File: config.mk
export PLATFORM = sky130hd
export DESIGN_NAME = aes_key_expand
export DESIGN_NICKNAME = d
export VERILOG_FILES = /design/src/rtl/aes_pkg.sv /design/src/rtl/aes_sbox.sv /design/src/rtl/aes_sub_word.sv /design/src/rtl/aes_key_expand.sv
export SDC_FILE = /design/constraint.sdc
export NUM_CORES = 2
export LEC_CHECK = 0
export CELL_PAD_IN_SITES_DETAIL_PLACEMENT = 1
export CELL_PAD_IN_SITES_GLOBAL_PLACEMENT = 1
export CORE_MARGIN = 2
export CORE_UTILIZATION = 30
export CTS_BUF_LIST = sky130_fd_sc_hd__clkbuf_8 sky130_fd_sc_hd__clkbuf_16
export DETAILED_ROUTE_END_ITERATION = 8
export PLACE_DENSITY = 0.56
export SYNTH_ARGS = -nofsm -noshare
export SYNTH_HDL_FRONTEND = slang
export SYNTH_SLANG_ARGS = --single-unit
File: constraint.sdc
create_clock -name clk -period 19.12 [get_ports clk]
set_clock_uncertainty 0.2 [all_clocks]
set_input_delay 1.912 -clock clk [delete_from_list [all_inputs] [get_ports clk]]
set_output_delay 1.912 -clock clk [all_outputs]
set_load 0.005 [all_outputs]
File: src/rtl/aes_pkg.sv
`default_nettype none
// ============================================================================
// Module      : aes_pkg
// Description : Shared constants, state encoding and GF(2^8) helpers for the
//               AES-128 key-schedule engine.
// Revision    : 1.0 - initial release
// ============================================================================
package aes_pkg;

    localparam int WORD_W = 32;
    localparam int KEY_W  = 128;

    // Round constants; entry i is folded in when producing round key i+1.
    localparam logic [7:0] RCON [10] = '{
        8'h01, 8'h02, 8'h04, 8'h08, 8'h10,
        8'h20, 8'h40, 8'h80, 8'h1b, 8'h36
    };

    typedef enum logic [0:0] {
        IDLE = 1'b0,
        EMIT = 1'b1
    } state_t;

    // Out-of-table indices return zero so the lookup is total.
    function automatic logic [7:0] rcon_at(input logic [3:0] idx);
        logic [7:0] val;
        val = 8'h00;
        if (idx < 4'd10) begin
            val = RCON[idx];
        end
        return val;
    endfunction

    // Multiply in GF(2^8) modulo x^8 + x^4 + x^3 + x + 1.
    function automatic logic [7:0] gf_mul(input logic [7:0] a, input logic [7:0] b);
        logic [7:0] prod;
        logic [7:0] acc;
        prod = 8'h00;
        acc  = a;
        for (int i = 0; i < 8; i++) begin
            if (b[i]) begin
                prod = prod ^ acc;
            end
            acc = {acc[6:0], 1'b0} ^ (acc[7] ? 8'h1b : 8'h00);
        end
        return prod;
    endfunction

    // AES forward S-box: multiplicative inverse (x^254, which maps 0 to 0)
    // followed by the affine transform.
    function automatic logic [7:0] sbox_byte(input logic [7:0] x);
        logic [7:0] sq;
        logic [7:0] inv;
        sq  = x;
        inv = 8'h01;
        for (int i = 1; i < 8; i++) begin
            sq  = gf_mul(sq, sq);
            inv = gf_mul(inv, sq);
        end
        return inv
             ^ {inv[6:0], inv[7]}
             ^ {inv[5:0], inv[7:6]}
             ^ {inv[4:0], inv[7:5]}
             ^ {inv[3:0], inv[7:4]}
             ^ 8'h63;
    endfunction

endpackage : aes_pkg
`default_nettype wire

File: src/rtl/aes_sbox.sv
`default_nettype none
// ============================================================================
// Module      : aes_sbox
// Description : Combinational AES byte S-box shared with the round datapath.
// Revision    : 1.0 - initial release
// ============================================================================
module aes_sbox
    import aes_pkg::*;
(
    input  logic [7:0] in_byte,
    output logic [7:0] out_byte
);

    assign out_byte = sbox_byte(in_byte);

endmodule : aes_sbox
`default_nettype wire

File: src/rtl/aes_sub_word.sv
`default_nettype none
// ============================================================================
// Module      : aes_sub_word
// Description : SubWord - applies the byte S-box to each byte of a 32-bit word.
// Revision    : 1.0 - initial release
// ============================================================================
module aes_sub_word
    import aes_pkg::*;
(
    input  logic [WORD_W-1:0] word_in,
    output logic [WORD_W-1:0] word_out
);

    for (genvar b = 0; b < WORD_W / 8; b++) begin : g_sbox
        aes_sbox u_sbox (
            .in_byte  (word_in[8*b +: 8]),
            .out_byte (word_out[8*b +: 8])
        );
    end

endmodule : aes_sub_word
`default_nettype wire

File: src/rtl/aes_key_expand.sv
`default_nettype none
// ============================================================================
// Module      : aes_key_expand
// Description : Iterative AES-128 key schedule. Emits round keys 0..NR one per
//               valid/ready handshake, computing one round key per cycle.
// Revision    : 1.0 - initial release
// ============================================================================
module aes_key_expand
    import aes_pkg::*;
#(
    parameter int NR = 10
) (
    input  logic             clk,
    input  logic             rst_n,
    input  logic             start,
    input  logic [KEY_W-1:0] key_in,
    input  logic             rk_ready,
    output logic [KEY_W-1:0] round_key,
    output logic             rk_valid,
    output logic [3:0]       round_idx,
    output logic             busy,
    output logic             done
);

    localparam logic [3:0] LAST_IDX = 4'(NR);

    state_t            state;
    state_t            state_next;
    logic [KEY_W-1:0]  key_reg;
    logic [KEY_W-1:0]  next_key;
    logic [WORD_W-1:0] w0, w1, w2, w3;
    logic [WORD_W-1:0] rot_w3;
    logic [WORD_W-1:0] sub_w3;
    logic [WORD_W-1:0] t_word;
    logic [WORD_W-1:0] n0, n1, n2, n3;
    logic              handshake;
    logic              last_key;

    assign w0 = key_reg[127:96];
    assign w1 = key_reg[95:64];
    assign w2 = key_reg[63:32];
    assign w3 = key_reg[31:0];

    assign rot_w3 = {w3[23:0], w3[31:24]};

    aes_sub_word u_sub_word (
        .word_in  (rot_w3),
        .word_out (sub_w3)
    );

    assign t_word   = sub_w3 ^ {rcon_at(round_idx), 24'h000000};
    assign n0       = w0 ^ t_word;
    assign n1       = w1 ^ n0;
    assign n2       = w2 ^ n1;
    assign n3       = w3 ^ n2;
    assign next_key = {n0, n1, n2, n3};

    assign handshake = (state == EMIT) && rk_ready;
    assign last_key  = (round_idx == LAST_IDX);

    // Outputs come straight from registers; nothing from key_in or rk_ready
    // reaches round_key combinationally.
    assign round_key = key_reg;
    assign rk_valid  = (state == EMIT);
    assign busy      = (state != IDLE);

    // State register.
    always_ff @(posedge clk or negedge rst_n) begin
        if (!rst_n) begin
            state <= IDLE;
        end else begin
            state <= state_next;
        end
    end

    // Next-state logic: start is only honoured in IDLE.
    always_comb begin
        state_next = state;
        case (state)
            IDLE: begin
                if (start) begin
                    state_next = EMIT;
                end
            end
            EMIT: begin
                if (rk_ready && last_key) begin
                    state_next = IDLE;
                end
            end
            default: state_next = IDLE;
        endcase
    end

    // Key register, round counter and done pulse.
    always_ff @(posedge clk or negedge rst_n) begin
        if (!rst_n) begin
            key_reg   <= '0;
            round_idx <= 4'd0;
            done      <= 1'b0;
        end else begin
            done <= 1'b0;
            if ((state == IDLE) && start) begin
                key_reg   <= key_in;
                round_idx <= 4'd0;
            end else if (handshake) begin
                if (last_key) begin
                    done <= 1'b1;
                end else begin
                    key_reg   <= next_key;
                    round_idx <= round_idx + 4'd1;
                end
            end
        end
    end

endmodule : aes_key_expand
`default_nettype wire
==> results.json <==
{
  "syn_avg_cell_area_um2": 7.546,
  "end_kind": "flop",
  "fin_tns_setup_ns": 0,
  "cts_hold_buf": 0,
  "setup_viol": 0,
  "r2r_end": "round_key[57]",
  "dp_hpwl_um": 199700,
  "r2r_start": "round_key[16]",
  "hold-path-cell-count": 1,
  "drive_gt1_share_pct": 9.872,
  "r2r_cells": 52,
  "postRouteAntennaNets": 0,
  "cts.path.max_buffers": 2,
  "die_x_um": 467.5,
  "finalCritPeriodShare_pct": 94.14,
  "drtIter0Drc": 4020,
  "tritoncts": "built",
  "synthesis.instances": 8539,
  "yosysSeqAreaShare_pct": 5.204,
  "hold_end": "round_key[12]",
  "start_util_pct": 30.11,
  "worst_skew_pair.late_latency_ns": 0.49,
  "wl_per_cell_um": 23.09,
  "grt.total_usage_pct": 23.52,
  "cts_buffers": 17,
  "cp_slowest_stage_delay_ns": 0.67,
  "drv_cap": 0,
  "critical_path_peak_fanout": 15,
  "required_ns": 19.30,
  "rsz0062_at_grt": "false",
  "synth_fa_ha_area_share_pct": 0.5320,
  "routed_via_density": 5.443,
  "hp-start": "round_key[12]",
  "yosys_warnings": 0,
  "drc": 0,
  "via_count": 62410,
  "grt-ovfl-total": 0,
  "yosys.area_share.simple_pct": 19.51,
  "critPathKind": "flop to flop",
  "pin_count": 267,
  "slew_headroom_pct": 14.91,
  "nets": 8764,
  "r2r_slack_ns": 1.12,
  "synth.ff_latch_count": 134,
  "fp.dieH_um": 467.5,
  "most-common-layout-cells": "xnor2_1 (1541), nor2_1 (1145), nand2_1 (926)",
  "synthXorXnorAreaFrac_pct": 46.74,
  "synth_ff_type": "dfrtp_1",
  "synth_compound_area_share_pct": 19.23,
  "synthToLayoutAreaGrowth_pct": 12.06,
  "critPathLaunchType": "flop",
  "clk_pin_slew_ns": 0.09,
  "drt-total-wl_um": 264800,
  "synth_cell_types": 122,
  "drv_slew": 0,
  "synth_area_um2": 64440,
  "synth_top_family_by_area": "XOR/XNOR gates",
  "hold_class": "flop to flop",
  "cts_root_buf": "clkbuf_16",
  "grt_pass1_vias": 63460,
  "min_period_ns": 18.00,
  "status": "complete, no violations",
  "layout_commonest_cell": "xnor2_1",
  "grt_pass1_wl_um": 406000,
  "port_buffers": 266,
  "synth_nets": 8696,
  "gp_congestion": 0.8843,
  "hold_viol": 0,
  "antenna_found_initial": 13,
  "synth_edf_count": 0,
  "grt_max_degree": 70,
  "first_pass_iters": 6,
  "h-tree-depth": 4,
  "numClockSinks": 134,
  "dieArea_um2": 218500,
  "crit_top_cell": "xnor3_1",
  "max_freq_mhz": 55.56,
  "core_um2": 214000,
  "num_rows": 170,
  "cp_slowest_cell": "dfrtp_1",
  "tightest_slew_ns": 1.267,
  "synthMuxAreaShare_pct": 4.155,
  "cp.arrival_ns": 18.18,
  "synth-async-reset-ratio_pct": 100.0
}
==> synthesized netlist by cell type (129+ instances only) <==
cell	instances	share of area (%)
a21oi_1	442	3.4
buf_2	129	1.0
clkbuf_1	378	2.2
dfrtp_1	134	5.2
mux2i_1	205	3.2
nand2_1	927	5.4
nand3_1	203	1.6
nor2_1	1147	6.7
nor3_1	218	1.7
o21ai_0	427	3.3
xnor2_1	1598	22
xnor3_1	314	11
xor2_1	459	6.2
==> per-stage QoR <==
stage | area [um^2] | setup slack (ns) | utilization (%) | instances | hold WS [ns]
2_1_floorplan | 64440 | 3.713 | - | 8539 | 0.3259
3_3_place_gp | 71400 | 0.3288 | 33.37 | 11420 | 0.3262
3_5_place_dp | 71400 | 0.03456 | 33.37 | 11420 | 0.3141
4_1_cts | 72020 | 0.2589 | 33.66 | 11450 | 0.3318
5_1_grt | 72200 | 0.06208 | 33.74 | 11470 | 0.3511
6_report | 72210 | 1.121 | 33.74 | 11470 | 0.3324
==> how the worst max path moves through the flow <==
stage,endpoint,startpoint,depth (start not counted)
floorplan,round_key[63],round_key[23],59
global placement,round_key[46],round_key[0],50
detailed placement,round_key[46],round_key[0],49
CTS,round_key[46],round_key[0],49
global route,round_key[57],round_key[16],50
finish,round_key[57],round_key[16],52
==> sequential cells by signal (all words and copies together), names as in the netlist <==
register   flops
round_idx      4
done           1
round_key    128
busy           1
==> cells by family (layout without fill, tap and decap cells) <==
group / count (synthesis) / count (layout)
buffers and inverters: 706 / 786
and+or+nand+nor: 2898 / 2899
other: 0 / 9
DFF: 134 / 134
adders and majority gates: 28 / 28
muxes: 256 / 256
AOI/OAI and AO/OA: 1891 / 1891
xor gates and xnor gates: 2626 / 2626
==> what timing repair did <==
item | in CTS | in global routing
resized for setup | 1 | 19
endpoints found under the setup margin | 2 | 52
pin swaps | 0 | 2
setup buffers | 0 | 4
cloned | 0 | 1
==> worst max-delay path: cells and delay by family (launching register included) <==
kind	cells	cell delay [ns]
multiplexers	4	1.41
flip-flops	1	0.67
AO/OA/AOI/OAI	10	1.80
adder cells (fa/ha/maj)	2	1.08
XOR/XNOR	29	11.04
AND/OR/NAND/NOR	2	0.64
buffers and inverters	5	1.02
==> per-layer routing <==
metal  vias to the layer above  track usage [%]  routed length (um)
li1                      29670                -                   -
met1                     31480            30.86              119200
met2                      1022            40.94              129900
met3                       234            1.109                6527
met4                         0            8.104                9183
met5                         -                0                   0
==> area by class of cell <==
| class | count | area [um^2] |
|---|---|---|
| Fill cell | 26090 | 141800 |
| Clock buffer | 17 | 425.4 |
| Inverter | 113 | 426.7 |
| Multi-Input combinational cell | 7700 | 58770 |
| Clock inverter | 15 | 177.7 |
| Antenna cell | 9 | 22.52 |
| Tap cell | 2838 | 3551 |
| Sequential cell | 134 | 3353 |
| Timing Repair Buffer | 641 | 5482 |
Power is left out: the tool's default activity adds up to more than one toggle a clock period on the data nets, which glitch-free logic cannot reach.
